$ cat src/rtl/id_ex_stage.sv
// ID/EX pipeline register with MEM/WB operand forwarding feeding the EX-stage ALU; optional macro ID_EX_LOAD_USE_EN.
// Latency: decode values loaded at edge N drive the EX outputs in cycle N+1; the forwarding muxes are combinational.
// Backpressure: stall_e holds every register, flush_e (which wins over stall_e) loads a bubble, and reset wins over both.
module id_ex_stage #(
  parameter int DATA_W     = 32,
  parameter int REG_ADDR_W = 5,
  parameter int ALU_OP_W   = 4
) (
  input  logic                  clk,
  input  logic                  reset,
  input  logic [DATA_W-1:0]     rd1_d,
  input  logic [DATA_W-1:0]     rd2_d,
  input  logic [DATA_W-1:0]     imm_d,
  input  logic [REG_ADDR_W-1:0] rs_d,
  input  logic [REG_ADDR_W-1:0] rt_d,
  input  logic [REG_ADDR_W-1:0] rd_d,
  input  logic [ALU_OP_W-1:0]   alu_control_d,
  input  logic                  alu_src_d,
  input  logic                  reg_dst_d,
  input  logic                  reg_write_d,
  input  logic                  mem_write_d,
  input  logic                  mem_to_reg_d,
  input  logic                  valid_d,
  input  logic                  stall_e,
  input  logic                  flush_e,
  input  logic [1:0]            forward_a_e,
  input  logic [1:0]            forward_b_e,
  input  logic [DATA_W-1:0]     result_w,
  input  logic [DATA_W-1:0]     alu_out_m,
  output logic [DATA_W-1:0]     src_a_e,
  output logic [DATA_W-1:0]     src_b_e,
  output logic [ALU_OP_W-1:0]   alu_control_opr,
  output logic [DATA_W-1:0]     write_data_e,
  output logic [REG_ADDR_W-1:0] write_reg_e,
  output logic [REG_ADDR_W-1:0] rs_e,
  output logic [REG_ADDR_W-1:0] rt_e,
  output logic                  reg_write_e,
  output logic                  mem_write_e,
  output logic                  mem_to_reg_e,
`ifdef ID_EX_LOAD_USE_EN
  output logic                  load_use_stall,
`endif
  output logic                  valid_e
);

  logic [DATA_W-1:0]     rd1_q, rd2_q, imm_q;
  logic [REG_ADDR_W-1:0] rs_q, rt_q, write_reg_q;
  logic [ALU_OP_W-1:0]   alu_control_q;
  logic                  alu_src_q;
  logic                  reg_write_q, mem_write_q, mem_to_reg_q, valid_q;
  logic                  bubble;
  logic [DATA_W-1:0]     fwd_a, fwd_b;

`ifdef ID_EX_LOAD_USE_EN
  // A load in EX whose destination is read by the instruction in decode; r0 never creates a dependency.
  assign load_use_stall = valid_q & mem_to_reg_q & (rt_q != '0) &
                          ((rt_q == rs_d) | (rt_q == rt_d));
  // A flush always bubbles; a load-use bubble only applies when the stage is not being held.
  assign bubble = flush_e | (~stall_e & load_use_stall);
`else
  assign bubble = flush_e;
`endif

  // Stage register: reset clears everything, a bubble kills only the control bits, a stall holds, otherwise load.
  always_ff @(posedge clk) begin
    if (reset) begin
      rd1_q         <= '0;
      rd2_q         <= '0;
      imm_q         <= '0;
      rs_q          <= '0;
      rt_q          <= '0;
      write_reg_q   <= '0;
      alu_control_q <= '0;
      alu_src_q     <= 1'b0;
      reg_write_q   <= 1'b0;
      mem_write_q   <= 1'b0;
      mem_to_reg_q  <= 1'b0;
      valid_q       <= 1'b0;
    end else if (bubble) begin
      write_reg_q   <= '0;
      reg_write_q   <= 1'b0;
      mem_write_q   <= 1'b0;
      mem_to_reg_q  <= 1'b0;
      valid_q       <= 1'b0;
    end else if (!stall_e) begin
      rd1_q         <= rd1_d;
      rd2_q         <= rd2_d;
      imm_q         <= imm_d;
      rs_q          <= rs_d;
      rt_q          <= rt_d;
      write_reg_q   <= reg_dst_d ? rd_d : rt_d;
      alu_control_q <= alu_control_d;
      alu_src_q     <= alu_src_d;
      reg_write_q   <= reg_write_d;
      mem_write_q   <= mem_write_d;
      mem_to_reg_q  <= mem_to_reg_d;
      valid_q       <= valid_d;
    end
  end

  // Forwarding muxes; the reserved select and any unknown select fall back to the register value.
  always_comb begin
    fwd_a = rd1_q;
    fwd_b = rd2_q;
    case (forward_a_e)
      2'b01:   fwd_a = result_w;
      2'b10:   fwd_a = alu_out_m;
      default: fwd_a = rd1_q;
    endcase
    case (forward_b_e)
      2'b01:   fwd_b = result_w;
      2'b10:   fwd_b = alu_out_m;
      default: fwd_b = rd2_q;
    endcase
  end

  assign src_a_e         = fwd_a;
  assign src_b_e         = alu_src_q ? imm_q : fwd_b;
  // Store data is always the forwarded rt value, even when the ALU takes the immediate.
  assign write_data_e    = fwd_b;
  assign alu_control_opr = alu_control_q;
  assign write_reg_e     = write_reg_q;
  assign rs_e            = rs_q;
  assign rt_e            = rt_q;
  assign reg_write_e     = reg_write_q;
  assign mem_write_e     = mem_write_q;
  assign mem_to_reg_e    = mem_to_reg_q;
  assign valid_e         = valid_q;

endmodule

$ cat config.mk
export PLATFORM = sky130hd
export DESIGN_NAME = id_ex_stage
export DESIGN_NICKNAME = d
export VERILOG_FILES = /design/src/rtl/id_ex_stage.sv
export SDC_FILE = /design/constraint.sdc
export NUM_CORES = 1
export LEC_CHECK = 0
export ABC_AREA = 1
export CORE_MARGIN = 3
export CORE_UTILIZATION = 44
export DETAILED_ROUTE_END_ITERATION = 12
export PLACE_DENSITY = 0.95
export SLEW_MARGIN = 20
export SYNTH_ARGS = -nofsm -noshare
export SYNTH_HDL_FRONTEND = slang
export SYNTH_SLANG_ARGS = --single-unit
$ cat constraint.sdc
create_clock -name clk -period 2.55 [get_ports clk]
set_input_delay 0.51 -clock clk [delete_from_list [all_inputs] [get_ports clk]]
set_output_delay 0.51 -clock clk [all_outputs]
set_load 0.005 [all_outputs]
# After elaboration in Yosys (flattened, before gate mapping)
# Cells that the tools add are included.
dict set report word_totals {
  elab_cells 24
  reg_bits 120
  in_bits 193
}
dict set report classes {
  reduce_logical 2
  eq_ne 4
  mux 4
  n_bitwise 2
}
# operator n
set op_table {}
lappend op_table {{$pmux W32 S2} 2}
lappend op_table {{$mux W32} 1}
lappend op_table {{$mux W5} 1}
lappend op_table {{$eq A2 B1 Y1 const B} 2}
lappend op_table {{$eq A2 B2 Y1 const B} 2}
lappend op_table {{$not A1 Y1} 2}
lappend op_table {{$reduce_and A2 Y1} 1}
lappend op_table {{$reduce_or A2 Y1} 1}

# Longest topological paths before layout
dict set report logic_depth {
  depth_word 3
  ltp_mapped 8
}

# Worst setup path before layout
# No wires, ideal clock.
dict set report synth_timing {
  path_type {in2out}
  start {in forward_a_e[0]}
  end {out src_a_e[0]}
  t_required_ns 2.040
  n_path_buf 2
  stages 7
  path_slack_ns 0.519
  arrival_time_ns 1.521
  path_cell_list {inv_1 > ha_1 > clkbuf_1 > inv_1 > clkbuf_1 > nor2_1 > a21oi_1}
}
dict set report synth_via {
  elab_chain_cells 2
  elab_cells_between_ends 3
  classes_between {2 x eq/ne; 1 x mux}
}
# item line
set synth_lines {}
lappend synth_lines {{from (decl)} 26} ;# input logic [1:0] forward_a_e,
lappend synth_lines {{$eq A2 B2 Y1 / $eq A2 B1 Y1 (equally long branches)} 105} ;# case (forward_a_e)
lappend synth_lines {{$pmux W32 S2 *} 105}
lappend synth_lines {{to (decl)} 30} ;# output logic [DATA_W-1:0] src_a_e,
# Every way passes the cells marked *; elsewhere a longest branch is shown, timed or not.

# Worst setup path after layout
dict set report layout_timing {
  start {in forward_b_e[0]}
  end {out write_data_e[1]}
}
dict set report layout_via {
  elab_chain_cells 2
  elab_cells_between_ends 3
  classes_between {2 x eq/ne; 1 x mux}
}
# item line
set layout_lines {}
lappend layout_lines {{from (decl)} 27} ;# input logic [1:0] forward_b_e,
lappend layout_lines {{$eq A2 B2 Y1 / $eq A2 B1 Y1 (equally long branches)} 110} ;# case (forward_b_e)
lappend layout_lines {{$pmux W32 S2 *} 110}
lappend layout_lines {{to (decl)} 33} ;# output logic [DATA_W-1:0] write_data_e,
# Marks and branches as above.

==> flow_summary.yaml <==
place:
  place_area_sq_mm: 0.00949
  gp_congestion: 0.928
  dp_hpwl_microns: 18200
  io_buffers: 311
  dp_slack_ns: -0.457
global_routing:
  grt_pass1_vias: 8308
  overflow: 0
  grt_usage_pct: 32.7
  grt_pass1_wl_microns: 41400
  grt_max_degree: 60
  antenna_found_initial: 1
timing:
  fin_crit_sh_pct: 97.7
  finalClockSkew_ns: 0
  hold_slack_ns: 0.467
  layout_setup_ws_ns: 0.0592
  period_needed_ns: 2.49
  hold_violations: 0
  tns_ns: 0
  tightest_slew_ns: 0.558
  setup_viol: 0
  max_freq_mhz: 401
  rsz0062_at_grt: "no"
  slew_headroom_pct: 62.8
  drv_slew: 0
clocking:
  htree_levels: 4
  cts_tree: "done"
  clock_path_buffers: 2
  cts_num_sinks: 120
  cts_buffers: 17
  clk_root_buffer_cell: "clkbuf_16"
  cts.clk_slew.worst_paths_ns: 0.05
  worst_skew_pair.late_latency_ns: 0.41
synthesis:
  avgSynthCellArea_sq_um: 6.24
  async_flop_share_pct: 0
  yosys.area_share.simple_pct: 37.7
  yosys.area.top_type_share_pct: 38.3
  ys_top_cells_by_area: "dfxtp_1 (38%), nor2_1 (16%), nand2_1 (13%)"
  synth_nets: 1201
  synth_cell_type_count: 17
  synth_seq_cells: 120
  ys_top_cells_by_count: "nor2_1 (264), nand2_1 (215), dfxtp_1 (120), o21ai_0 (103), nand3_1 (69)"
  synth_fa_ha_area_share_pct: 0.798
  synth_area_leader_cell: "dfxtp_1"
  synth_compound_area_share_pct: 14.3
  syn_inst: 1004
  ys_seq_area_share_pct: 38.3
  synthMuxAreaShare_pct: 0
  synth_xor_area_share_pct: 0
  yosys_warnings: 0
  yosys_most_used_dff: "dfxtp_1"
  syn_area_sq_mm: 0.00627
  synth_top_family_by_area: "simple AND/OR/NAND/NOR gates"
  synth_edf_count: 0
  yosysMostFrequentCell: "nor2_1"
worst_hold_path:
  min_path_type: "reg2reg"
power:
  power.share.clock_pct: 40.4
  power.share.switching_pct: 27.3
  ir_drop_v: 0.000454
  seqPwrFrac_pct: 32.9
  intPower_uw: 4560
  leakage_uw: 0.00482
  power.switching_uw: 1710
  p_total_uw: 6270
  p_comb_share_pct: 26.7
  p_per_area_mw_per_mm2: 606
final_layout:
  num-nets-final: 1494
  area_growth_pct: 64.9
  layout-drive-gt1-share_pct: 7.49
  finish.instance_area_sq_mm: 0.0103
  fillers: 988
die:
  core_area_sq_mm: 0.0136
  die_x_microns: 125
  num_rows: 42
  die_y_microns: 125
  ioPinCount: 312
  die_area_sq_mm: 0.0157
  initial_core_util_pct: 46.1
critical_path:
  worst_setup_path_end_kind: "output port"
  path_class: "in2out"
  crit_fanout: 15
  worstPathArrival_ns: 1.98
  reg2reg_setup_slack_ns: 1.84
  critPathRequiredTime_ns: 2.04
  crit_path_start_kind: "input pin"
route:
  drc: 0
  route.vias.total: 8201
  wirelength_microns: 27300
  antenna_left: 0
  drt_first_pass_iters: 5
  first_iter_violations: 1008
  wl_per_cell_microns: 18.3
  viasPerCell: 5.52
flow_run:
  cap_viol_max_count: 0
status:
  status: "completed"
==> state kept, by name, summed over array words and instances, names as in the netlist, 4 cells and up <==
name and count:
rs_e 5, rd2_q 32, rd1_q 32, write_reg_e 5, rt_e 5, alu_control_opr 4
imm_q 32
==> worst max-delay path: stages <==
cell and delay, ns:
clkbuf_2 0.13, inv_2 0.05, ha_4 0.29, inv_4 0.06
buf_12 0.16, nand3_1 0.11, and2_1 0.15, clkdlybuf4s50_1 0.51
==> placed cells by master, fill, tap and decap left out, types with 3 or more instances in the layout <==
cell	instances
buf_4	21
buf_12	6
dfxtp_1	119
and2_4	7
o21ai_0	103
a21oi_1	66
bufinv_16	4
nand3_2	9
nand2_1	215
clkbuf_16	19
dlymetal6s2s_1	13
ha_4	3
clkbuf_1	3
inv_1	41
o21ai_1	8
nor2_1	262
clkdlybuf4s50_1	236
dlygate4sd2_1	57
nand3_1	60
and2_1	25
inv_2	5
clkinv_2	4
==> worst paths after layout <==
path,to,depth (start not counted),startpoint
max,write_data_e[1],8,forward_b_e[0]
min,valid_e$_SDFFE_PP0N_,2,valid_e$_SDFFE_PP0N_
max reg2reg,imm_q[20]$_SDFFE_PP0P_,2,imm_q[20]$_SDFFE_PP0P_
min reg2reg,valid_e$_SDFFE_PP0N_,2,valid_e$_SDFFE_PP0N_
==> stage by stage <==
step / utilization, % / cells
2_1_floorplan: - / 1004
3_3_place_gp: 69.7 / 1445
3_5_place_dp: 69.7 / 1445
4_1_cts: 75.2 / 1482
5_1_grt: 75.9 / 1486
6_report: 75.9 / 1487
==> per-layer routing <==
metal	track usage (%)	wire length [microns]	up-vias
li1	-	-	3763
met1	37.0	9990	3742
met5	0	0	-
met3	9.81	3120	107
met2	54.8	12900	589
met4	18.7	1300	0
==> power groups by stage <==
| stage | Combinational [uW] | Clock [uW] | Sequential [uW] |
|---|---|---|---|
| finish | 1670 | 2530 | 2060 |
| global route | 1800 | 2620 | 2080 |
| CTS | 1640 | 2540 | 2060 |
| detailed placement | 1640 | 0 | 2100 |
| global placement | 1610 | 0 | 2090 |
| floorplan | 643 | 0 | 2080 |
==> cell families after synthesis <==
family / count (synthesis)
flip-flops: 120
AO/OA/AOI/OAI: 179
buffers and inverters: 119
adder cells (fa/ha/maj): 4
AND/OR/NAND/NOR: 582
==> final cells by class <==
cell class	instances	area, sq um	share of cell area [%]
Inverter	48	185	1.79
Timing Repair Buffer	345	3490	33.8
Antenna cell	2	5.00	0.0484
Tap cell	176	220	2.13
Multi-Input combinational cell	765	3420	33.1
Sequential cell	120	2400	23.3
Clock buffer	22	464	4.49
Clock inverter	9	148	1.43
==> repair_timing <==
action,4_1_cts,5_1_grt
hold buffers,0,0
endpoints found under the hold margin,0,0
gates resized for setup,99,20
setup buffers,4,1
cloned,2,2
endpoints found under the setup margin,96,42
pin swaps,1,2
No activity file was read; power rests on OpenSTA's default activity.
